===== src/rtl/instruction_fetch_pkg.sv =====
// instruction_fetch_pkg: shared fetch-stage types and defaults for the uDLX pipeline.
package instruction_fetch_pkg;
    typedef enum logic {
        ST_FETCH = 1'b0,
        ST_WAIT  = 1'b1
    } fetch_state_t;
    localparam int PC_WIDTH_DEFAULT          = 32;
    localparam int INSTRUCTION_WIDTH_DEFAULT = 32;
    localparam int PC_STEP_DEFAULT           = 4;
    localparam int RESET_PC_DEFAULT          = 0;
endpackage


===== src/rtl/instruction_fetch_skid_buffer.sv =====
// fetch_skid_buffer: single-entry {instruction, pc} holding register with load/unload/flush.
module fetch_skid_buffer #(
    parameter int IW = 32,
    parameter int PW = 32
) (
    input  logic          clk,
    input  logic          rst,
    input  logic          i_load,
    input  logic          i_unload,
    input  logic          i_flush,
    input  logic [IW-1:0] i_inst,
    input  logic [PW-1:0] i_pc,
    output logic          o_full,
    output logic [IW-1:0] o_inst,
    output logic [PW-1:0] o_pc
);
    logic          r_full;
    logic [IW-1:0] r_inst;
    logic [PW-1:0] r_pc;

    always_ff @(posedge clk) begin
        if (rst) begin
            r_full <= 1'b0;
            r_inst <= '0;
            r_pc   <= '0;
        end else if (i_flush) begin
            r_full <= 1'b0;
        end else if (i_load) begin
            r_full <= 1'b1;
            r_inst <= i_inst;
            r_pc   <= i_pc;
        end else if (i_unload) begin
            r_full <= 1'b0;
        end
    end

    assign o_full = r_full;
    assign o_inst = r_inst;
    assign o_pc   = r_pc;
endmodule


===== src/rtl/instruction_fetch.sv =====
// instruction_fetch: owns the PC, runs one imem read at a time and buffers words for decode.
module instruction_fetch
    import instruction_fetch_pkg::*;
#(
    parameter int                  PC_WIDTH          = PC_WIDTH_DEFAULT,
    parameter int                  INSTRUCTION_WIDTH = INSTRUCTION_WIDTH_DEFAULT,
    parameter logic [PC_WIDTH-1:0] RESET_PC          = PC_WIDTH'(RESET_PC_DEFAULT),
    parameter logic [PC_WIDTH-1:0] PC_STEP           = PC_WIDTH'(PC_STEP_DEFAULT)
) (
    input  logic                         clk,
    input  logic                         rst,
    input  logic                         stall_in,
    input  logic                         select_new_pc_in,
    input  logic [PC_WIDTH-1:0]          new_pc_in,
    output logic                         imem_req_out,
    output logic [PC_WIDTH-1:0]          imem_addr_out,
    input  logic                         imem_ack_in,
    input  logic                         imem_rvalid_in,
    input  logic [INSTRUCTION_WIDTH-1:0] imem_rdata_in,
    output logic                         inst_valid_out,
    output logic [INSTRUCTION_WIDTH-1:0] instruction_out,
    output logic [PC_WIDTH-1:0]          pc_out,
    output logic [PC_WIDTH-1:0]          new_pc_out
);
    fetch_state_t                 r_state;
    logic                         r_discard;
    logic                         r_valid;
    logic [PC_WIDTH-1:0]          r_pc_reg;
    logic [INSTRUCTION_WIDTH-1:0] r_inst;
    logic [PC_WIDTH-1:0]          r_pc_out;
    logic [PC_WIDTH-1:0]          r_new_pc_out;

    logic                         w_skid_full;
    logic [INSTRUCTION_WIDTH-1:0] w_skid_inst;
    logic [PC_WIDTH-1:0]          w_skid_pc;
    logic                         w_ack;
    logic                         w_deliver;
    logic                         w_slot_free;
    logic                         w_from_skid;
    logic                         w_to_out;
    logic                         w_to_skid;
    logic [PC_WIDTH-1:0]          w_next_pc_out;

    // A full skid blocks new requests, so a delivery never meets a full skid.
    assign imem_req_out  = !rst && r_state == ST_FETCH && !w_skid_full;
    assign imem_addr_out = r_pc_reg;
    assign w_ack         = imem_req_out && imem_ack_in;
    assign w_deliver     = r_state == ST_WAIT && imem_rvalid_in && !r_discard && !select_new_pc_in;
    assign w_slot_free   = !r_valid || !stall_in;
    assign w_from_skid   = w_slot_free && w_skid_full && !select_new_pc_in;
    assign w_to_out      = w_slot_free && w_deliver && !w_skid_full;
    assign w_to_skid     = w_deliver && !w_slot_free;
    assign w_next_pc_out = w_from_skid ? w_skid_pc : r_pc_reg;

    always_ff @(posedge clk) begin
        if (rst) begin
            r_state      <= ST_FETCH;
            r_discard    <= 1'b0;
            r_valid      <= 1'b0;
            r_pc_reg     <= RESET_PC;
            r_inst       <= '0;
            r_pc_out     <= '0;
            r_new_pc_out <= '0;
        end else begin
            r_state   <= (r_state == ST_FETCH) ? (w_ack ? ST_WAIT : ST_FETCH)
                                               : (imem_rvalid_in ? ST_FETCH : ST_WAIT);
            // Marks the outstanding read as stale when a redirect overtakes it.
            r_discard <= (r_state == ST_FETCH) ? (w_ack && select_new_pc_in)
                                               : (!imem_rvalid_in && (r_discard || select_new_pc_in));
            r_pc_reg  <= select_new_pc_in ? new_pc_in : w_deliver ? r_pc_reg + PC_STEP : r_pc_reg;
            if (select_new_pc_in)
                r_valid <= 1'b0;
            else if (w_slot_free)
                r_valid <= w_skid_full || w_deliver;
            if (w_from_skid || w_to_out) begin
                r_inst       <= w_from_skid ? w_skid_inst : imem_rdata_in;
                r_pc_out     <= w_next_pc_out;
                r_new_pc_out <= w_next_pc_out + PC_STEP;
            end
        end
    end

    fetch_skid_buffer #(
        .IW(INSTRUCTION_WIDTH),
        .PW(PC_WIDTH)
    ) u_skid (
        .clk     (clk),
        .rst     (rst),
        .i_load  (w_to_skid),
        .i_unload(w_from_skid),
        .i_flush (select_new_pc_in),
        .i_inst  (imem_rdata_in),
        .i_pc    (r_pc_reg),
        .o_full  (w_skid_full),
        .o_inst  (w_skid_inst),
        .o_pc    (w_skid_pc)
    );

    assign inst_valid_out  = r_valid;
    assign instruction_out = r_inst;
    assign pc_out          = r_pc_out;
    assign new_pc_out      = r_new_pc_out;
endmodule


===== config.mk =====
export PLATFORM = sky130hd
export DESIGN_NAME = instruction_fetch
export DESIGN_NICKNAME = d
export VERILOG_FILES = /design/src/rtl/instruction_fetch_pkg.sv /design/src/rtl/instruction_fetch_skid_buffer.sv /design/src/rtl/instruction_fetch.sv
export SDC_FILE = /design/constraint.sdc
export NUM_CORES = 1
export LEC_CHECK = 0
export BUFFER_PORTS_ARGS = -buffer_cell sky130_fd_sc_hd__buf_2
export CORE_MARGIN = 4
export CORE_UTILIZATION = 54
export DETAILED_ROUTE_END_ITERATION = 6
export HOLD_SLACK_MARGIN = 0.12
export PLACE_DENSITY_LB_ADDON = 0.2
export SLEW_MARGIN = 20
export SYNTH_ARGS = -nofsm -noshare
export SYNTH_HDL_FRONTEND = slang
export SYNTH_SLANG_ARGS = --single-unit

===== constraint.sdc =====
create_clock -name clk -period 4.3 [get_ports clk]
set_clock_uncertainty 0.15 [all_clocks]
set_input_delay 0.86 -clock clk [delete_from_list [all_inputs] [get_ports clk]]
set_output_delay 0.86 -clock clk [all_outputs]
set_load 0.02 [all_outputs]

Word level (Yosys, flattened, before mapping)
Cells that the tools add are included.
Widths: inputs -> output; s select.
{"block": "word_totals", "out_inout_bits": 130, "inputBits": 70, "regBits": 196}
{"block": "classes", "n_addsub": 2, "bitwise": 2, "mux": 10, "reduce_logical": 29}
{"cell": "$mux 32", "count": 4}
{"cell": "$add 32x3->32 const B", "count": 2}
{"cell": "$logic_and 1x1->1", "count": 13}
{"cell": "$logic_not 1->1", "count": 8}
{"cell": "$mux 1", "count": 6}
{"cell": "$logic_or 1x1->1", "count": 4}
{"cell": "$reduce_bool 2->1", "count": 2}
{"cell": "$not 1->1", "count": 2}
{"cell": "$reduce_and 2->1", "count": 1}
{"cell": "$reduce_or 2->1", "count": 1}

Longest topological paths before layout
Gate-level depths: netlist of the first run.
{"block": "logic_depth", "ltp_word": 6, "ltp_mapped": 14, "mapped_depth_nobuf": 10}

Modules after synthesis
Synthesis of the first run repeated with hierarchy kept, for this count alone.
{"block": "hier_totals", "hier_cells": 1180, "hier_area_um2": 10131.0}
{"module": "instruction_fetch", "area_per_inst_um2": 6862.8, "instances": 1, "cells_each": 884, "seq_area_each_um2": 2582.5}
{"module": "fetch_skid_buffer", "area_per_inst_um2": 3268.1, "instances": 1, "cells_each": 296, "seq_area_each_um2": 1301.2}

Worst setup path after synthesis of the first run
No wires, ideal clock.
{"block": "synth_path", "path_type": "input to register", "startpoint": "input stall_in", "endpoint": "register r_new_pc_out[30] (netlist: new_pc_out[30])", "stages": 12, "t_required_ns": 4.086, "setup_time_ns": 0.064, "path_buffers": 3, "slack_ns": 0.814, "arrival_ns": 3.272, "path_cell_list": "a21o_1 -> nor2_2 -> buf_4 -> buf_2 -> buf_2 -> mux2i_1 -> inv_1 -> ha_1 -> o21ai_0 -> and4bb_2 -> or4_1 -> nand4_1"}
{"block": "synth_between", "elab_chain_len": 6, "word_cells_on_any_way": 9}
{"item": "start, declared", "line_no": "instruction_fetch.sv:12", "text": "input logic stall_in,"}
{"item": "$logic_not 1->1", "line_no": "instruction_fetch.sv:49", "text": "assign w_slot_free = !r_valid || !stall_in;"}
{"item": "$logic_or 1x1->1", "line_no": "instruction_fetch.sv:49"}
{"item": "$logic_and 1x1->1 (2 in a row)", "line_no": "instruction_fetch.sv:50", "text": "assign w_from_skid = w_slot_free && w_skid_full && !select_new_pc_in;"}
{"item": "$mux 32", "line_no": "instruction_fetch.sv:53", "text": "assign w_next_pc_out = w_from_skid ? w_skid_pc : r_pc_reg;"}
{"item": "named net w_next_pc_out[2]", "line_no": "instruction_fetch.sv:42", "text": "logic [PC_WIDTH-1:0] w_next_pc_out;"}
{"item": "$add 32x3->32", "line_no": "instruction_fetch.sv:78", "text": "r_new_pc_out <= w_next_pc_out + PC_STEP;"}
{"item": "end signal, assigned", "line_no": "instruction_fetch.sv:78"}
{"item": "end, declared", "line_no": "instruction_fetch.sv:31", "text": "logic [PC_WIDTH-1:0] r_new_pc_out;"}
The timed path passes the listed nets, and every way through them passes these cells.
A chain may end at the register's enable or synchronous reset.

Final worst setup path of the first run
{"block": "layout_path", "startpoint": "register r_pc_reg[4] (netlist: imem_addr_out[4])", "endpoint": "register r_new_pc_out[25] (netlist: new_pc_out[25])"}
{"block": "layout_between", "elab_chain_len": 2}
{"item": "start, declared", "line_no": "instruction_fetch.sv:28", "text": "logic [PC_WIDTH-1:0] r_pc_reg;"}
{"item": "start signal, assigned", "line_no": "instruction_fetch.sv:70", "text": "r_pc_reg <= select_new_pc_in ? new_pc_in : w_deliver ? r_pc_reg + PC_STEP : r_pc_reg;"}
{"item": "$mux 32", "line_no": "instruction_fetch.sv:53"}
{"item": "$add 32x3->32", "line_no": "instruction_fetch.sv:78"}
Every way passes these cells.

==> results of run 1 <==
-- path summary, 6_finish.rpt --
kind | startpoint | end | depth (start not counted)
setup reg to reg | imem_addr_out[4] | new_pc_out[25] | 6
hold / removal | instruction_out[10] | instruction_out[10] | 2
setup / recovery | imem_addr_out[4] | new_pc_out[25] | 6
hold reg to reg | instruction_out[10] | instruction_out[10] | 2
-- layout make-up --
cell class | count | area, sq um | area share
clock inverter | 15 | 158.9 | 0.01521
multi-input combinational | 820 | 4526 | 0.4332
inverter | 7 | 26.28 | 0.002515
timing repair buffer | 218 | 1157 | 0.1108
sequential | 194 | 3884 | 0.3717
tap | 216 | 270.3 | 0.02587
clock buffer | 17 | 425.4 | 0.04072
-- sequential cells by signal, indices dropped and copies added (netlist names) --
| name | count |
|---|---|
| u_skid.o_pc | 32 |
| r_discard | 1 |
| pc_out | 32 |
| u_skid.o_inst | 32 |
| imem_addr_out | 32 |
| r_state | 1 |
| new_pc_out | 30 |
| instruction_out | 32 |
| u_skid.o_full | 1 |
| inst_valid_out | 1 |
-- routing by layer --
metal  vias to the layer above  part of all wire
met1                      4091              0.47
met3                        23             0.089
met4                         0             0.010
li1                       4225                 -
met2                       384              0.43
met5                         -                 0
-- kinds of logic (layout without fill, tap and decap cells) --
logic type / Yosys count / in the layout / synth area share
adder cells (fa/ha/maj): 2 / 2 / 0.002840
flip-flops: 194 / 194 / 0.4408
XOR/XNOR: 40 / 40 / 0.03977
AO/OA/AOI/OAI: 291 / 291 / 0.2037
multiplexers: 25 / 25 / 0.02855
buffers and inverters: 102 / 257 / 0.04886
AND/OR/NAND/NOR: 462 / 462 / 0.2355
-- worst register-to-register path, cell delays in order, from the launching register on --
cell and delay (ns):
dfxtp_1 0.59, nand4_1 0.57, or4_1 0.75, o32a_2 0.29
nor4_1 0.45, xor2_1 0.21, o21ai_0 0.10
-- power by group through the flow --
stage / combinational, mW / clock (mW) / sequential (mW)
final: 0.315 / 1.57 / 1.90
after floorplan: 0.157 / 0 / 1.95
after global routing: 0.343 / 1.66 / 1.90
after detailed placement: 0.313 / 0 / 1.94
after CTS: 0.314 / 1.59 / 1.89
after global placement: 0.310 / 0 / 1.94
-- through the flow --
stage	area, sq um	power, mW	util	hold WS, ns	cells
floorplan	8810	2.112	-	0.2857	1116
global placement	9863	2.245	0.6187	0.2868	1455
detailed placement	9863	2.248	0.6187	0.2920	1455
CTS	10450	3.793	0.6553	0.3023	1487
global route	10450	3.906	0.6553	0.3167	1487
finish	10450	3.781	0.6553	0.2995	1487
-- placed cells by master, fill, tap and decap left out, types with 19 or more instances in the layout --
cell type	instances
a211oi_1	30
a21oi_1	151
buf_2	198
dfxtp_1	194
mux2i_1	24
nand2_1	243
nand3_1	39
nand4_1	25
nor2_1	72
nor3_1	19
o21ai_0	33
o221ai_1	34
xnor2_1	27
==> impl_metrics.tcl, run 1 <==
set metrics [dict create \
    status "complete, but fails checks" \
    violations "design-rule violations" \
    gp_congestion 0.9804 \
    cap_violations 0 \
    grt-busiest-layer "met1" \
    drive_above_1_share 0.2069 \
    grt_pass1_wl_mm 42.15 \
    cts_setup_buffers 0 \
    core_area_sq_mm 0.01594 \
    relSlewSlack 0.3428 \
    dpl.hpwl_mm 18.41 \
    met3_usage 0.05535 \
    synth_edf_count 0 \
    cp_top_family "simple AND/OR/NAND/NOR gates" \
    io_buffers 199 \
    p_sw_frac 0.2788 \
    fp.dieArea_sq_mm 0.01842 \
    route.detailed.drc 14 \
    hold_viol 0 \
    worst_ep_arrival_time_ns 3.39 \
    rrSetupSlack_ns 1.08 \
    ys_types 62 \
    drtIter0Drc 917 \
    slew_violations 0 \
    io_pins 200 \
    syn_inst 1116 \
    cts-hold-fix-buffers 0 \
    pwr-share-clk 0.415 \
    hold_path_class "reg2reg" \
    pwr-share-seq 0.501 \
    critPathBufInv 0 \
    ys_ff_latch 194 \
    syn2layout_area_growth_pct 18.59 \
    cp_max_fo 11 \
    syn-cell-area_sq_mm 0.008810 \
    power.density_mw_per_mm2 361.9 \
    wl_mm 26.49 \
    min_period_ns 3.218 \
    detail-route-antenna-nets 0 \
    gr-total-overflow 0 \
    start_util 0.5526 \
    path_clk_slew_ns 0.07 \
    met1_usage 0.4500 \
    synth_area_leader_cell "dfxtp_1" \
    cts_tree "yes" \
    internal-power_mw 2.726 \
    p_switching_mw 1.054 \
    cp-start-kind "flip-flop" \
    fmax_mhz 310.7 \
    grt_pass1_vias 7873 \
    diodes 0 \
    crit_chain "nand4_1 -> or4_1 -> o32a_2 -> nor4_1 -> xor2_1 -> o21ai_0" \
    critPathMaxStageDelay_ns 0.75 \
    cp_data_required_time_ns 4.47 \
    syn-num-nets 1188 \
    first_pass_iters 7 \
    synth_top_area_frac 0.4408 \
    ctsResizeCount 0 \
    synth_commonest_cells "nand2_1 (243), dfxtp_1 (194), a21oi_1 (151)" \
    ir_drop_mv 0.2879 \
    grt_max_degree 112 \
    cts_buffers 17 \
    grtUsageMet2 0.3941 \
    crit_slowest_cell "or4_1" \
    cts.sink_count 194 \
    p_leak_nw 3.929 \
    worst_slack_ns 1.082 \
    num_vias 8723 \
    h-tree-depth 4 \
    rows 46 \
    end_kind "flip-flop" \
    fin_nets 1330 \
    ys_seq_area_frac 0.4408 \
    antenna_found_initial 0 \
    insertion_delay_ns 0.44 \
    worst-setup-path-type "reg2reg" \
    ys_top_cells_by_area "dfxtp_1 (44%), nand2_1 (10%), a21oi_1 (8.6%), o221ai_1 (3.4%), nor2_1 (3.1%)" \
    tightestPinTransition_ns 0.9821 \
    syn_avg_cell_area_sq_um 7.894 \
    period_share 0.7485 \
    fillers 1445 \
    yosysMostFrequentCell "nand2_1" \
    combinationalPowerShare 0.083 \
    die_h_um 135.7 \
    viasPerCell 5.866 \
    yosysWarnings 0 \
    place_ws_ns 0.7114 \
    wire_per_inst_um 17.81 \
    async_flop_share 0 \
    grtUsageTotal 0.2839 \
    cts_buffer_depth 2 \
    rsz0062_at_grt "false" \
    synthFlopType "dfxtp_1" \
    setup_violations 0 \
    die_x_um 135.7 \
    clock-root-buffer "clkbuf_16" \
    tns_ns 0 \
]
Power figures use the tool's default switching activity.
==> run 2: changes to the inputs <==
ABC_AREA = 1   (was default)
CORE_UTILIZATION = 55   (was 54)
clock period = 3.1 ns   (was 4.3 ns; I/O delays follow)
==> run 2 against run 1 <==
Compared with the run above:
- synthesized cell count rose by 31%
- largest cell class unchanged
- highest routed layer unchanged
- sequential share of layout area fell by 3.2 points
- non-clock buffer count rose by 8
- die area rose by 7.1%
- the run now ends clean
- worst hold slack got worse by 0.075 ns
==> impl_metrics.tcl, run 2 <==
set metrics [dict create \
    synth_top_area_frac 0.4025 \
    fmax_mhz 415.4 \
    syn_inst 1460 \
    cpMostUsedCell "nand2_1" \
    insertion_delay_ns 0.43 \
    dpl.hpwl_mm 19.86 \
    die_h_um 140.4 \
    clock-root-buffer "clkbuf_16" \
    worst_slack_ns 0.6928 \
    fillers 1609 \
    cts-hold-fix-buffers 0 \
    synth_edf_count 0 \
    hold_path_class "in2reg" \
    tns_ns 0 \
    final_cells 1852 \
    drive_above_1_share 0.1832 \
    crit_chain "nand2_2 -> nand3_4 -> buf_12 -> nand2_1 -> nand2_1 -> nand2_1 -> nor2_1 -> nand2_2 -> nor2_4 -> nand2_1 -> o21ai_0 -> nor2_1" \
    detail-route-antenna-nets 0 \
    min_period_ns 2.407 \
    num_vias 9891 \
    power_mw 5.480 \
    first_pass_iters 5 \
    worst_ep_arrival_time_ns 2.58 \
    grt_pass1_wl_mm 45.08 \
    route.detailed.drc 0 \
    hold_viol 0 \
    final_cell_mix "nand2_1 (356), buf_2 (199), dfxtp_1 (194)" \
    core_area_sq_mm 0.01724 \
    grt_pass1_vias 8805 \
    setup_violations 0 \
    mostFrequentLayoutCell "nand2_1" \
    cts_buffer_depth 2 \
    ctsResizeCount 0 \
    synth_commonest_cells "nand2_1 (356), dfxtp_1 (194), nor2_1 (164)" \
    io_pins 200 \
    gr-total-overflow 0 \
    syn2layout_area_growth_pct 18.47 \
    power.density_mw_per_mm2 479.5 \
    slew_violations 0 \
    syn_avg_cell_area_sq_um 6.608 \
    place_ws_ns 0.3790 \
    crit_slowest_cell "dfxtp_1" \
    die_x_um 140.4 \
    cap_violations 0 \
    cp_max_fo 89 \
    path_clk_slew_ns 0.07 \
    dpl.cell_count 1820 \
    worst-setup-path-type "reg2reg" \
    tightestPinTransition_ns 0.6634 \
    diodes 0 \
    end_kind "flip-flop" \
    ys_top_cells_by_area "dfxtp_1 (40%), nand2_1 (14%), o21ai_0 (8.5%), a21oi_1 (6.7%), nor2_1 (6.4%)" \
    p_leak_nw 5.059 \
    cts_setup_buffers 0 \
    ys_types 41 \
    cts_buffers 17 \
    cts.sink_count 194 \
    ys_seq_area_frac 0.4025 \
    rsz0062_at_grt "false" \
    io_buffers 199 \
    ys_ff_latch 194 \
    synth_area_leader_cell "dfxtp_1" \
    async_flop_share 0 \
    cp_data_required_time_ns 3.27 \
    cp-start-kind "flip-flop" \
    h-tree-depth 4 \
    start_util 0.5597 \
    antenna_found_initial 0 \
    rows 48 \
    wire_per_inst_um 15.09 \
    wl_mm 27.94 \
    synthFlopType "dfxtp_1" \
    period_share 0.7765 \
    fp.dieArea_sq_mm 0.01972 \
    ir_drop_mv 0.4048 \
    viasPerCell 5.341 \
    relSlewSlack 0.5561 \
    yosysMostFrequentCell "nand2_1" \
    grtUsageTotal 0.2753 \
    syn-cell-area_sq_mm 0.009648 \
    cts_tree "yes" \
    status "completed" \
    fin_nets 1686 \
    yosysWarnings 0 \
    syn-num-nets 1532 \
    gp_congestion 0.9495 \
    grt_max_degree 90 \
    critPathMaxStageDelay_ns 0.42 \
    drtIter0Drc 849 \
]
==> run 2: cell types whose count changed after synthesis, moves of 28 or more <==
cell      delta
nand2_1    +113
nand4_1     +28
nor2_1      +91
o21ai_0    +130
inv_1      +150
a211oi_1    -29
o221ai_1    -34
==> run 2: power by group <==
group / switching (mW) / internal, mW / total [mW]
Clock: 1.03 / 1.32 / 2.36
Combinational: 0.344 / 0.170 / 0.514
Sequential: 0.0667 / 2.54 / 2.61
Total: 1.44 / 4.04 / 5.48
==> run 2: routing by layer <==
metal	up-vias	routed length [um]	track usage
met3	34	2343	0.04780
met1	4384	13050	0.4096
met4	0	557	0.07139
li1	5038	-	-
met2	435	12000	0.4131
met5	-	0	0
==> run 2: path summary, 6_finish.rpt <==
path | start | end | slack [ns] | cells after the start
max | inst_valid_out | new_pc_out[22] | 0.69 | 12
min reg2reg | u_skid.o_inst[2] | u_skid.o_inst[2] | 0.29 | 2
max reg2reg | inst_valid_out | new_pc_out[22] | 0.69 | 12
min | new_pc_in[26] | imem_addr_out[26] | 0.22 | 3
==> run 2: cell families (layout without fill, tap and decap cells) <==
| logic type | count (synthesis) | count (layout) | share of synthesized area |
|---|---|---|---|
| flops | 194 | 194 | 0.4025 |
| buf+inv | 247 | 414 | 0.1066 |
| xor+xnor | 8 | 8 | 0.007263 |
| fa+ha+maj | 2 | 2 | 0.002593 |
| compound gates | 329 | 329 | 0.1788 |
| simple gates | 680 | 680 | 0.3022 |
==> run 2: critical path: cells and delay by family (launching register included) <==
kind	cells	cell delay, ns
DFF	1	0.42
AOI/OAI and AO/OA	1	0.18
and+or+nand+nor	10	1.20
buffers and inverters	1	0.33
==> run 2: stage by stage <==
stage,hold slack [ns],utilization,area (sq um)
after floorplan,0.2700,-,9648
after global placement,0.2771,0.6263,10800
after detailed placement,0.2849,0.6263,10800
after CTS,0.2178,0.6631,11430
after global routing,0.2292,0.6631,11430
final,0.2244,0.6631,11430
==> run 2: final cells by class <==
type | count | area, sq um | share of cell area
sequential | 194 | 3884 | 0.3398
inverter | 156 | 588.1 | 0.05145
clock inverter | 14 | 195.2 | 0.01708
clock buffer | 18 | 439.2 | 0.03842
timing repair buffer | 226 | 1286 | 0.1125
tap | 225 | 281.5 | 0.02463
multi-input combinational | 1019 | 4756 | 0.4161
==> run 3: changes to the inputs <==
CORE_UTILIZATION = 50   (was 55)
clock period = 2.2 ns   (was 3.1 ns; I/O delays follow)
==> run 3 against run 2 <==
Compared with the run above:
- worst hold slack got worse by 0.080 ns
- combinational power grew 78%
- setup slack got worse by 0.60 ns
- via count rose by 7.0%
- critical path depth is 1 higher
- maximum frequency increased by 14%
- non-clock buffer count is 156 higher
- clock power grew 31%
- global-route usage down 0.66 points
- sequential share of layout area fell by 3.7 points
==> impl_metrics.tcl, run 3 (synthesis gave the netlist of run 2 again) <==
set metrics [dict create \
    clock-root-buffer "clkbuf_16" \
    hold_path_class "in2reg" \
    end_kind "flip-flop" \
    cp_max_fo 17 \
    utilization 0.6820 \
    syn2layout_area_growth_pct 33.11 \
    dpl.hpwl_mm 21.41 \
    drive_above_1_share 0.2518 \
    tightestPinTransition_ns 0.6569 \
    rsz0062_at_grt "true" \
    cp-start-kind "flip-flop" \
    power.density_mw_per_mm2 595.3 \
    detail-route-antenna-nets 0 \
    slew_violations 0 \
    first_pass_iters 5 \
    relSlewSlack 0.5604 \
    gr-total-overflow 0 \
    io_buffers 199 \
    cts_buffers 17 \
    start_util 0.5124 \
    drtIter0Drc 871 \
    fp.dieArea_sq_mm 0.02158 \
    status "completed" \
    insertion_delay_ns 0.44 \
    route.detailed.drc 0 \
    hold_viol 0 \
    hold_ws_ns 0.1447 \
    h-tree-depth 4 \
    die_x_um 146.9 \
    viasPerCell 5.181 \
    p_sw_frac 0.2837 \
    cts.sink_count 194 \
    cp_data_required_time_ns 2.42 \
    cap_violations 0 \
    ir_drop_mv 0.5148 \
    gp_congestion 0.9360 \
    cts_buffer_depth 2 \
    grt_pass1_vias 9742 \
    wl_mm 29.85 \
    path_clk_slew_ns 0.08 \
    pwr-share-clk 0.403 \
    pwr-share-seq 0.477 \
    grt_pass1_wl_mm 48.06 \
    p_leak_nw 5.826 \
    p_switching_mw 2.169 \
    final_cell_mix "nand2_1 (353), buf_2 (199), dfxtp_1 (191)" \
    dpl.cell_count 1981 \
    critPathMaxStageDelay_ns 0.34 \
    rows 50 \
    antenna_found_initial 0 \
    worst_ep_arrival_time_ns 2.33 \
    final_cells 2043 \
    cts_tree "yes" \
    diodes 0 \
    grt_max_degree 91 \
    crit_chain "nand2_2 -> nand3_4 -> buf_12 -> buf_6 -> buf_6 -> nand2_1 -> o21ai_1 -> buf_4 -> nor3_2 -> nand3_2 -> nand2_1 -> inv_1 -> nor2_1" \
    place_area_sq_mm 0.01185 \
    setup_violations 0 \
    min_period_ns 2.111 \
    multi_input_area_sq_mm 0.004822 \
    core_area_sq_mm 0.01883 \
    combinationalPowerShare 0.119 \
    period_share 0.9593 \
    grtUsageTotal 0.2686 \
    fin_nets 1842 \
    die_h_um 146.9 \
    fmax_mhz 473.8 \
    cp_top_family "simple AND/OR/NAND/NOR gates" \
    num_vias 10580 \
    io_pins 200 \
    internal-power_mw 5.476 \
    worst-setup-path-type "reg2reg" \
    mostFrequentLayoutCell "nand2_1" \
    fillers 1643 \
    wire_per_inst_um 14.61 \
    crit_slowest_cell "dfxtp_2" \
    final_area_sq_mm 0.01284 \
    critPathBufInv 5 \
    tns_ns 0 \
    area.sequential_sq_mm 0.003887 \
]
## run 3: path summary, 6_finish.rpt
check | start | to | slack, ns | cells after the start
worst max-delay path | inst_valid_out | new_pc_out[30] | 0.09 | 13
worst min register to register | u_skid.o_pc[1] | u_skid.o_pc[1] | 0.29 | 2
worst max register to register | inst_valid_out | new_pc_out[30] | 0.09 | 13
worst min-delay path | imem_rdata_in[23] | u_skid.o_inst[23] | 0.14 | 3
## run 3: power by group through the flow
stage	clock network, mW	logic (mW)	registers (mW)
2_1_floorplan	0	0.368	3.81
3_3_place_gp	0	0.852	3.73
3_5_place_dp	0	0.860	3.73
4_1_cts	3.14	0.899	3.65
5_1_grt	3.28	1.00	3.66
6_report	3.08	0.913	3.65
## run 3: final cells by class
class,count,area share
multi-input combinational,1019,0.3755
sequential,194,0.3027
timing repair buffer,382,0.2049
inverter,156,0.04579
clock buffer,17,0.03313
tap,260,0.02533
clock inverter,15,0.01267
## run 3: worst reg2reg max path: cells and delay by family, from the launching register on
kind / cells / cell delay [ns]
and+or+nand+nor: 7 / 0.79
buffers and inverters: 5 / 0.69
AOI/OAI and AO/OA: 1 / 0.09
DFF: 1 / 0.34
## run 3: through the flow
step | setup slack (ns) | power [mW]
2_1_floorplan | 0.01550 | 4.176
4_1_cts | 0.03137 | 7.689
3_5_place_dp | -0.1942 | 4.588
6_report | 0.08948 | 7.645
5_1_grt | -0.08680 | 7.938
3_3_place_gp | -0.1312 | 4.579
## run 3: what timing repair did
item / 4_1_cts / 5_1_grt
buffers inserted: 0 / 4
endpoints found under the setup margin: 0 / 24
hold endpoints to repair: 25 / 0
hold buffers: 25 / 0
resized for setup: 0 / 30
## run 3: metal layers
layer  track usage  vias up  wire length, um
met4       0.07735        0              518
met2        0.4162      444            13200
met5             0        -                0
met1        0.3883     4758            13850
met3       0.04380       36             2287
li1              -     5346                -
